<file path="src/rtl/ps2_pkg.sv">
// Shared types and scan-code tables for the PS/2 keyboard front end.
package ps2_pkg;

    typedef enum logic [1:0] {IDLE, RECV, STOP, DECODE} ps2_state_e;

    typedef logic [2:0] game_cmd_t;

    localparam game_cmd_t CMD_NONE   = 3'd0;
    localparam game_cmd_t CMD_UP     = 3'd1;
    localparam game_cmd_t CMD_DOWN   = 3'd2;
    localparam game_cmd_t CMD_LEFT   = 3'd3;
    localparam game_cmd_t CMD_RIGHT  = 3'd4;
    localparam game_cmd_t CMD_SELECT = 3'd5;
    localparam game_cmd_t CMD_HALF   = 3'd6;
    localparam game_cmd_t CMD_TURN   = 3'd7;

    localparam logic [7:0] SC_EXT = 8'hE0;
    localparam logic [7:0] SC_BRK = 8'hF0;

    typedef struct packed {
        logic      valid;
        game_cmd_t cmd;
    } cmd_map_t;

    function automatic cmd_map_t map_scancode(input logic ext, input logic [7:0] code);
        cmd_map_t m;
        m.valid = 1'b1;
        m.cmd   = CMD_NONE;
        case ({ext, code})
            {1'b0, 8'h1C}: m.cmd = CMD_LEFT;
            {1'b0, 8'h23}: m.cmd = CMD_RIGHT;
            {1'b0, 8'h1D}: m.cmd = CMD_UP;
            {1'b0, 8'h1B}: m.cmd = CMD_DOWN;
            {1'b0, 8'h3B}: m.cmd = CMD_SELECT;
            {1'b0, 8'h42}: m.cmd = CMD_HALF;
            {1'b0, 8'h29}: m.cmd = CMD_TURN;
            {1'b1, 8'h75}: m.cmd = CMD_UP;
            {1'b1, 8'h72}: m.cmd = CMD_DOWN;
            {1'b1, 8'h6B}: m.cmd = CMD_LEFT;
            {1'b1, 8'h74}: m.cmd = CMD_RIGHT;
            default:       m.valid = 1'b0;
        endcase
        return m;
    endfunction

endpackage

</file>
<file path="src/rtl/ps2_line_sync.sv">
// Brings the raw PS/2 clock/data lines into the system clock domain and
// produces a one-cycle strobe on each synced falling edge of the PS/2 clock.
module ps2_line_sync (
    input  logic clock,
    input  logic reset,
    input  logic ps2_clock,
    input  logic ps2_data,
    output logic fall,
    output logic data_sync
);

    logic [2:0] clk_pipe_q, clk_pipe_d;
    logic [1:0] data_pipe_q, data_pipe_d;
    logic       fall_q, fall_d;

    always_comb begin
        clk_pipe_d  = {clk_pipe_q[1:0], ps2_clock};
        data_pipe_d = {data_pipe_q[0], ps2_data};
        // Third clock stage holds the previous synced level for edge detection.
        fall_d      = clk_pipe_q[2] & ~clk_pipe_q[1];
    end

    // NOTE: sequential state is only ever written with <= in always_ff; all next-state logic lives in always_comb.
    always_ff @(posedge clock) begin
        if (reset) begin
            clk_pipe_q  <= 3'b111;
            data_pipe_q <= 2'b11;
            fall_q      <= 1'b0;
        end else begin
            clk_pipe_q  <= clk_pipe_d;
            data_pipe_q <= data_pipe_d;
            fall_q      <= fall_d;
        end
    end

    assign fall      = fall_q;
    assign data_sync = data_pipe_q[1];

endmodule

</file>
<file path="src/rtl/ps2_key_receiver.sv">
// PS/2 keyboard receiver: deserialises device-to-host frames, tracks E0/F0
// prefixes and turns game-key make codes into one-cycle command strobes.
module ps2_key_receiver
    import ps2_pkg::*;
#(
    parameter int TIMEOUT_CYCLES = 200000,
    parameter bit REPEAT_EN      = 1'b0,
    parameter int ERR_W          = 8
) (
    input  logic             clock,
    input  logic             reset,
    input  logic             ps2_clock,
    input  logic             ps2_data,
    output logic             cmd_valid,
    output logic [2:0]       cmd_data,
    output logic             frame_err,
    output logic [ERR_W-1:0] err_count
);

    localparam int TW = $clog2(TIMEOUT_CYCLES + 1);

    logic fall;
    logic data;

    ps2_line_sync u_sync (
        .clock     (clock),
        .reset     (reset),
        .ps2_clock (ps2_clock),
        .ps2_data  (ps2_data),
        .fall      (fall),
        .data_sync (data)
    );

    ps2_state_e       state_q, state_d;
    logic [3:0]       bit_cnt_q, bit_cnt_d;
    logic [7:0]       shift_q, shift_d;
    logic             parity_q, parity_d;
    logic [TW-1:0]    timer_q, timer_d;
    logic             ext_q, ext_d;
    logic             brk_q, brk_d;
    logic [8:0]       held_q, held_d;
    logic             cmd_valid_q, cmd_valid_d;
    game_cmd_t        cmd_data_q, cmd_data_d;
    logic             frame_err_q, frame_err_d;
    logic [ERR_W-1:0] err_count_q, err_count_d;

    cmd_map_t map_res;
    logic     timed_out;

    assign map_res   = map_scancode(ext_q, shift_q);
    assign timed_out = (timer_q == TW'(TIMEOUT_CYCLES - 1));

    always_comb begin
        // NOTE: every _d gets a default before the case so no path can infer a latch.
        state_d     = state_q;
        bit_cnt_d   = bit_cnt_q;
        shift_d     = shift_q;
        parity_d    = parity_q;
        timer_d     = timer_q;
        ext_d       = ext_q;
        brk_d       = brk_q;
        held_d      = held_q;
        cmd_valid_d = 1'b0;
        cmd_data_d  = cmd_data_q;
        frame_err_d = 1'b0;
        err_count_d = err_count_q;

        case (state_q)
            IDLE: begin
                if (fall) begin
                    if (!data) begin
                        bit_cnt_d = '0;
                        timer_d   = '0;
                        state_d   = RECV;
                    end else begin
                        frame_err_d = 1'b1;
                    end
                end
            end
            RECV: begin
                if (fall) begin
                    timer_d = '0;
                    if (bit_cnt_q == 4'd8) begin
                        parity_d = data;
                        state_d  = STOP;
                    end else begin
                        shift_d   = {data, shift_q[7:1]};
                        bit_cnt_d = bit_cnt_q + 4'd1;
                    end
                end else if (timed_out) begin
                    frame_err_d = 1'b1;
                    shift_d     = '0;
                    state_d     = IDLE;
                end else begin
                    timer_d = timer_q + 1'b1;
                end
            end
            STOP: begin
                if (fall) begin
                    // Odd parity: data byte plus parity bit must hold an odd number of ones.
                    if (data && (^{shift_q, parity_q})) begin
                        state_d = DECODE;
                    end else begin
                        frame_err_d = 1'b1;
                        state_d     = IDLE;
                    end
                end else if (timed_out) begin
                    frame_err_d = 1'b1;
                    shift_d     = '0;
                    state_d     = IDLE;
                end else begin
                    timer_d = timer_q + 1'b1;
                end
            end
            DECODE: begin
                state_d = IDLE;
                if (shift_q == SC_EXT) begin
                    ext_d = 1'b1;
                end else if (shift_q == SC_BRK) begin
                    brk_d = 1'b1;
                end else begin
                    ext_d = 1'b0;
                    brk_d = 1'b0;
                    // held_q only ever stores mapped keys, so 9'h000 doubles as "no key held".
                    if (map_res.valid) begin
                        if (brk_q) begin
                            if (held_q == {ext_q, shift_q}) held_d = '0;
                        end else if (REPEAT_EN || (held_q != {ext_q, shift_q})) begin
                            cmd_valid_d = 1'b1;
                            cmd_data_d  = map_res.cmd;
                            held_d      = {ext_q, shift_q};
                        end
                    end
                end
            end
            default: state_d = IDLE;
        endcase

        if (frame_err_d && (err_count_q != '1)) err_count_d = err_count_q + 1'b1;
    end

    always_ff @(posedge clock) begin
        if (reset) begin
            state_q     <= IDLE;
            bit_cnt_q   <= '0;
            shift_q     <= '0;
            parity_q    <= 1'b0;
            timer_q     <= '0;
            ext_q       <= 1'b0;
            brk_q       <= 1'b0;
            held_q      <= '0;
            cmd_valid_q <= 1'b0;
            cmd_data_q  <= CMD_NONE;
            frame_err_q <= 1'b0;
            err_count_q <= '0;
        end else begin
            state_q     <= state_d;
            bit_cnt_q   <= bit_cnt_d;
            shift_q     <= shift_d;
            parity_q    <= parity_d;
            timer_q     <= timer_d;
            ext_q       <= ext_d;
            brk_q       <= brk_d;
            held_q      <= held_d;
            cmd_valid_q <= cmd_valid_d;
            cmd_data_q  <= cmd_data_d;
            frame_err_q <= frame_err_d;
            err_count_q <= err_count_d;
        end
    end

    assign cmd_valid = cmd_valid_q;
    assign cmd_data  = cmd_data_q;
    assign frame_err = frame_err_q;
    assign err_count = err_count_q;

endmodule

</file>
<file path="config.mk">
export PLATFORM = sky130hd
export DESIGN_NAME = ps2_key_receiver
export DESIGN_NICKNAME = d
export VERILOG_FILES = /design/src/rtl/ps2_pkg.sv /design/src/rtl/ps2_line_sync.sv /design/src/rtl/ps2_key_receiver.sv
export SDC_FILE = /design/constraint.sdc
export NUM_CORES = 1
export LEC_CHECK = 0
export CORE_MARGIN = 5
export CORE_UTILIZATION = 40
export CTS_CLUSTER_DIAMETER = 120
export DETAILED_ROUTE_END_ITERATION = 8
export GPL_TIMING_DRIVEN = 1
export SYNTH_ARGS = -nofsm -noshare
export SYNTH_HDL_FRONTEND = slang
export SYNTH_HIERARCHICAL = 1
export SYNTH_SLANG_ARGS = --single-unit
</file>
<file path="constraint.sdc">
create_clock -name clock -period 2.7 [get_ports clock]
set_input_delay 0.27 -clock clock [delete_from_list [all_inputs] [get_ports clock]]
set_output_delay 0.27 -clock clock [all_outputs]
set_load 0.02 [all_outputs]
</file>
* After elaboration in Yosys (flattened, before gate mapping) *
Index checks and enable logic that the tools add are counted.

cells by class
  add/sub/neg operators = 3
  equality and inequality tests = 30
  muxes and demuxes = 40
  bitwise logic cells = 7
  reduce and logical (&&, ||, !) cells = 23

operator list
  kind                                                                   count
  18-bit two-way mux                                                     5
  18-bit one-hot mux with 3 select lines                                 1
  9-bit equality test, second input constant                             4
  8-bit two-way mux                                                      4
  9-bit by 5-bit equality test with 1-bit output, second input constant  3
  9-bit by 6-bit equality test with 1-bit output, second input constant  3
  9-bit two-way mux                                                      3
  3-bit one-hot mux with 7 select lines                                  1
  18-bit by 1-bit adder with 18-bit output, second input constant        1
  18-bit equality test, second input constant                            1
  8-bit equality test, second input constant                             2
  4-bit two-way mux                                                      4
  8-bit one-hot mux with 2 select lines                                  1
  2-bit two-way mux                                                      7
  6-bit AND reduction                                                    2
  1-bit two-way mux                                                      11
  11-bit OR reduction                                                    1
  9-bit by 7-bit equality test with 1-bit output, second input constant  1
  9-bit equality test                                                    1
  9-bit inequality test                                                  1
  3-bit AND reduction                                                    3
  9-bit XOR reduction                                                    1
  8-bit by 1-bit adder with 8-bit output, second input constant          1
  2-bit inequality test, second input constant                           4
  other kinds (21)                                                       37

storage, ports and cells
  register bits after elaboration = 63
  input port bits = 4
  output and inout port bits = 13
  word-level logic and storage cells = 118

* Logic depth before layout (Yosys ltp) *
  word-level depth = 6
  gate-level depth with buffers = 10
  depth with buffers taken out = 9

* Cells and area by module *
The synthesis kept the hierarchy.

by module, submodules not included
  module            instances  cells each  area an instance (um^2)  seq. area each (um^2)
  ps2_key_receiver  1          380         3170.5                   1141.1
  ps2_line_sync     1          12          158.9                    120.1

* Least setup slack after synthesis *
OpenSTA, ideal clock, no wires.

  kind = register to register
  start = reg shift_q[7]
  end = reg held_q[6]
  setup time = 0.120 ns
  arrival = 2.276 ns
  required time = 2.580 ns
  slack = 0.304 ns
  stages on the path, launching flop included = 9
  path buffers = 1
  period minus slack after synthesis = 2.396 ns
  cells stage by stage = dfxtp_1 > buf_6 > or4b_4 > or3_1 > a211o_1 > nand3_2 > o21ai_2 > o21a_4 > a211o_1

between the ends
  cells in the longest elaborated chain, start to end = 4
  elaborated cells on any way between the ends = 22
  classes of those cells = eq/ne (16); mux (1); bitwise (2); reduce/logical (3)

ends and longest elaborated chain
  what                                               line                     RTL
  from (decl)                                        ps2_key_receiver.sv:36   logic [7:0] shift_q, shift_d;
  from (signal assigned)                             ps2_key_receiver.sv:159  shift_q <= shift_d;
  9-bit equality test, or another cell as far along  ps2_pkg.sv:29            case ({ext, code})
  11-bit OR reduction (no source line)               --
  1-bit two-way mux                                  ps2_pkg.sv:29
  6-bit AND reduction (no source line) (*)           --
  to (signal assigned)                               ps2_key_receiver.sv:164  held_q <= held_d;
  to (decl)                                          ps2_key_receiver.sv:41   logic [8:0] held_q, held_d;

Every way passes the cells marked *; elsewhere a longest branch is shown, timed or not.
A chain may end at the register's enable or synchronous reset.

* Final worst setup path *
  start = reg shift_q[6]
  end = reg held_q[6]

between the ends
  cells in the longest elaborated chain, start to end = 4
  elaborated cells on any way between the ends = 24
  classes of those cells = eq/ne (16); mux (3); bitwise (2); reduce/logical (3)

ends and longest elaborated chain
  what                                               line
  9-bit equality test, or another cell as far along  ps2_pkg.sv:29
  11-bit OR reduction (no source line)               --
  1-bit two-way mux                                  ps2_pkg.sv:29
  6-bit AND reduction (no source line)               --

Parallel ways exist; a longest one is shown, timed or not. The select of a mux whose other input is x is not followed.

==> results.md <==
Status:
- The run finished with clean final reports.

Route:
- The final layout contains routed wiring with a total length of 7.29 mm.
- The count of nets left with antenna violations once routing finished came out at 0.
- The number of vias per cell after detailed routing is 5.42.
- The count of routing violations after the opening detailed-route iteration is 181.
- Before antenna repair, the detailed router went through 4 iterations.
- The remaining design rule violation count is 0.
- The routed length per instance is 13.9 µm.
- Detailed routing inserted a total of 2,852 vias.

Finish:
- 0 antenna diodes ended up in the layout.
- The layout-stage area growth over the synthesis result is 17.5%.
- After filler insertion, the fill cell instance count of the layout stands at 819.
- In the final layout, the share of cells above drive strength 1 is 0.109.
- For this run, the post-layout net count is 429.
- The post-route non-filler standard cell count is 526.

Global route:
- The number of antenna violations at the first check in global routing is 0.
- The final global-route overflow total is 0.
- The number of global-route vias before repair is 2,746.
- The first-pass GRT wire length is 12.8 mm.
- The maximum number of pins on one net before global-route repair is 19.
- In the global route stage, overall resource usage came out at 0.155.

Yosys:
- The area fraction of the dominant cell type after synthesis is 0.379.
- After technology mapping, the gate count stands at 392.
- Counting every net in the synthesized netlist gives 405.
- The part of the Yosys area used for sequential elements is 0.379.
- By count the netlist is led by dfxtp_1 (63), nor2_1 (56), nand2_1 (24).
- Summing every instance area after synthesis gives 0.00333 mm².
- After synthesis, the mean cell area works out to 8.49 µm².
- In this run, distinct cell masters in the synthesized netlist total 65.
- In the post-synthesis netlist, the cell with the most instances is dfxtp_1.
- The synthesized design spends more area on one cell type than any other, namely dfxtp_1.
- By area the synthesized netlist is led by dfxtp_1 (38%), nor2_1 (6.3%), xnor2_1 (5.0%), ha_1 (3.4%), xor2_1 (2.9%).
- The commonest register cell after synthesis is dfxtp_1.
- In this run, synthesis produced a sequential element count of 63.
- The Yosys step of the flow raised 6 warnings.
- In this run, synthesis inferred 0 flip-flops with an integrated enable.
- For this run, asynchronously set or reset flops after synthesis account for 0.

STA:
- The fmax is 413 MHz.
- Adding up every negative setup slack in the final design gives 0 ns.
- Setup repair after global routing left no endpoint under its margin.
- The headroom to the max-slew limit is 0.510.
- The smallest clock period supported by the final layout is computed as 2.42 ns.
- The maximum clock skew at final layout is 0.0169 ns.
- The worst hold margin is 0.403 ns.
- The number of pins exceeding their max-slew limit in the final report is 0.
- The final hold violation count is 0.
- The final-report setup violation count is 0.
- The slew at the pin closest to its max-slew limit is 0.732 ns.
- In the finished design, the share of the clock period the worst path needs comes to 0.896.

Clock tree:
- The later pin in the worst-skew pair is clocked with a latency of 0.34 ns.
- TritonCTS built the clock tree.
- The number of buffers on the longest clock path is 2.
- The level count of the clock H-tree is 3.
- The tree built by TritonCTS fans out to 63 sinks.
- The number of buffers inserted by post-CTS setup repair is 0.
- In this run, post-CTS repair resized a total of 0 instances.
- The root buffer selected by CTS is clkbuf_8.
- The quantity of hold-fixing buffers added after cts is 0.
- In this run, CTS created clock tree buffers numbering 9.
- The clock transition at the registers of the reported paths is 0.09 ns.

Job:
- The number of maximum-capacitance violations is 0.

Worst setup path:
- The start point of the critical path is shift_q[6].
- The endpoint kind of the worst setup timing path is a flop.
- The maximum net fanout on the critical path is 7.
- The worst register-to-register path ends at held_q[6].
- For the worst setup path, the data required time is 2.94 ns.
- The slack of the worst reg-to-reg path is 0.28 ns.
- The worst register-to-register path begins at shift_q[6].
- The capture point of the worst path is held_q[6].
- The worst setup path is launched from a flop.
- The number of cell instances on the worst register-to-register path is 6.
- Data on the critical path arrives at its endpoint at 2.66 ns.
- The critical path is of the flop to flop type.

Placed design:
- Once placement completed, the tool counted placed cells totaling 510.
- After legalization and detailed placement, the total HPWL measured 5.40 mm.
- The count of port buffers added during placement is 16.
- At the end of routability-driven placement, the weighted congestion stood at 0.850.

Floorplan:
- The standard cell core area is 0.00818 mm².
- The starting utilization of the core area is 0.407.
- The I/O pin count is 17.
- The chip width is 101 µm.
- The floorplan step defined a die boundary enclosing 0.0102 mm².
- The floorplan die height is 101 µm.
- The number of cell rows is 33.

Min path:
- The worst hold path belongs to the class flop to flop.

Power and ir drop:
- The static leakage power is 1.47 nW.
- The power per unit of standard cell area is 532 mW/mm².
- IR analysis of the VDD net gives a maximum drop of 0.396 mV.
layout by cell type (no fill, tap or decap), types with 4 or more instances in the layout:
cell type,instances
ha_1,9
nor3_1,13
a22oi_1,11
buf_4,18
and3_1,8
clkbuf_8,9
or3_1,7
a21oi_1,14
o21ai_0,13
dfxtp_1,63
nor3b_1,4
nand2_1,24
xnor2_1,19
clkdlybuf4s50_1,16
or2_1,5
nand3_1,18
mux2i_1,5
nand4_1,5
xor2_1,11
nor2_1,56
inv_1,14
a21o_1,4
routing by layer:
layer  GRT usage  vias to the layer above  wire (µm)
li1            -                     1450          -
met1       0.201                     1339       3490
met2       0.248                       55       3380
met3      0.0455                        8        341
met4      0.0481                        0         83
met5           0                        -          0
worst max-delay path, cell delays in order (launching register included):
cell	delay (ns)
dfxtp_1	0.43
or3b_1	0.42
or3_1	0.43
o221ai_1	0.35
o21ai_2	0.14
o21a_4	0.26
a211o_1	0.29
through the flow:
stage / total power (W) / setup slack [ns] / instance area [µm²] / utilization
after floorplan: 0.00104 / 0.304 / 3330 / -
after global placement: 0.00107 / 0.340 / 3660 / 0.448
after detailed placement: 0.00107 / 0.286 / 3660 / 0.448
after CTS: 0.00212 / 0.288 / 3910 / 0.479
after global routing: 0.00217 / 0.131 / 3910 / 0.479
final: 0.00208 / 0.281 / 3910 / 0.479
sequential cells by signal, summed over array words and instances (netlist names):
signal	cells
bit_cnt_q	4
brk_q	1
cmd_data	3
cmd_valid	1
err_count	8
ext_q	1
frame_err	1
held_q	9
parity_q	1
shift_q	8
state_q	2
timer_q	18
u_sync/clk_pipe_q	3
u_sync/data_pipe_q	2
u_sync/fall	1
cells by family after synthesis:
| kind of cell | Yosys count | synth area share |
|---|---|---|
| flip-flops | 63 | 0.379 |
| AND/OR/NAND/NOR | 168 | 0.260 |
| adder cells (fa/ha/maj) | 9 | 0.0338 |
| buffers and inverters | 35 | 0.0436 |
| AO/OA/AOI/OAI | 80 | 0.176 |
| XOR/XNOR | 32 | 0.0924 |
| multiplexers | 5 | 0.0150 |
where the power goes:
group          internal (W)  leakage, nW  switching [W]
combinational     0.0000424        0.833      0.0000631
clock              0.000625        0.125       0.000407
sequential         0.000936        0.509     0.00000734
total               0.00160         1.47       0.000477
area by class of cell:
| class | count | area (µm²) | share of cell area |
|---|---|---|---|
| Clock buffer | 9 | 124 | 0.0317 |
| Clock inverter | 7 | 125 | 0.0320 |
| Multi-Input combinational cell | 294 | 1920 | 0.492 |
| Timing Repair Buffer | 34 | 295 | 0.0755 |
| Inverter | 14 | 52.6 | 0.0134 |
| Tap cell | 105 | 131 | 0.0336 |
| Sequential cell | 63 | 1260 | 0.322 |
worst min-delay path by stage:
stage / startpoint / end / cells after the start
final: u_sync/data_pipe_q[0] / u_sync/data_pipe_q[1] / 1
after global routing: u_sync/data_pipe_q[0] / u_sync/data_pipe_q[1] / 1
after CTS: u_sync/data_pipe_q[0] / u_sync/data_pipe_q[1] / 1
after detailed placement: u_sync/data_pipe_q[0] / u_sync/data_pipe_q[1] / 1
after global placement: u_sync/data_pipe_q[0] / u_sync/data_pipe_q[1] / 1
after floorplan: reset / u_sync/fall / 1
Power figures use the tool's default switching activity.
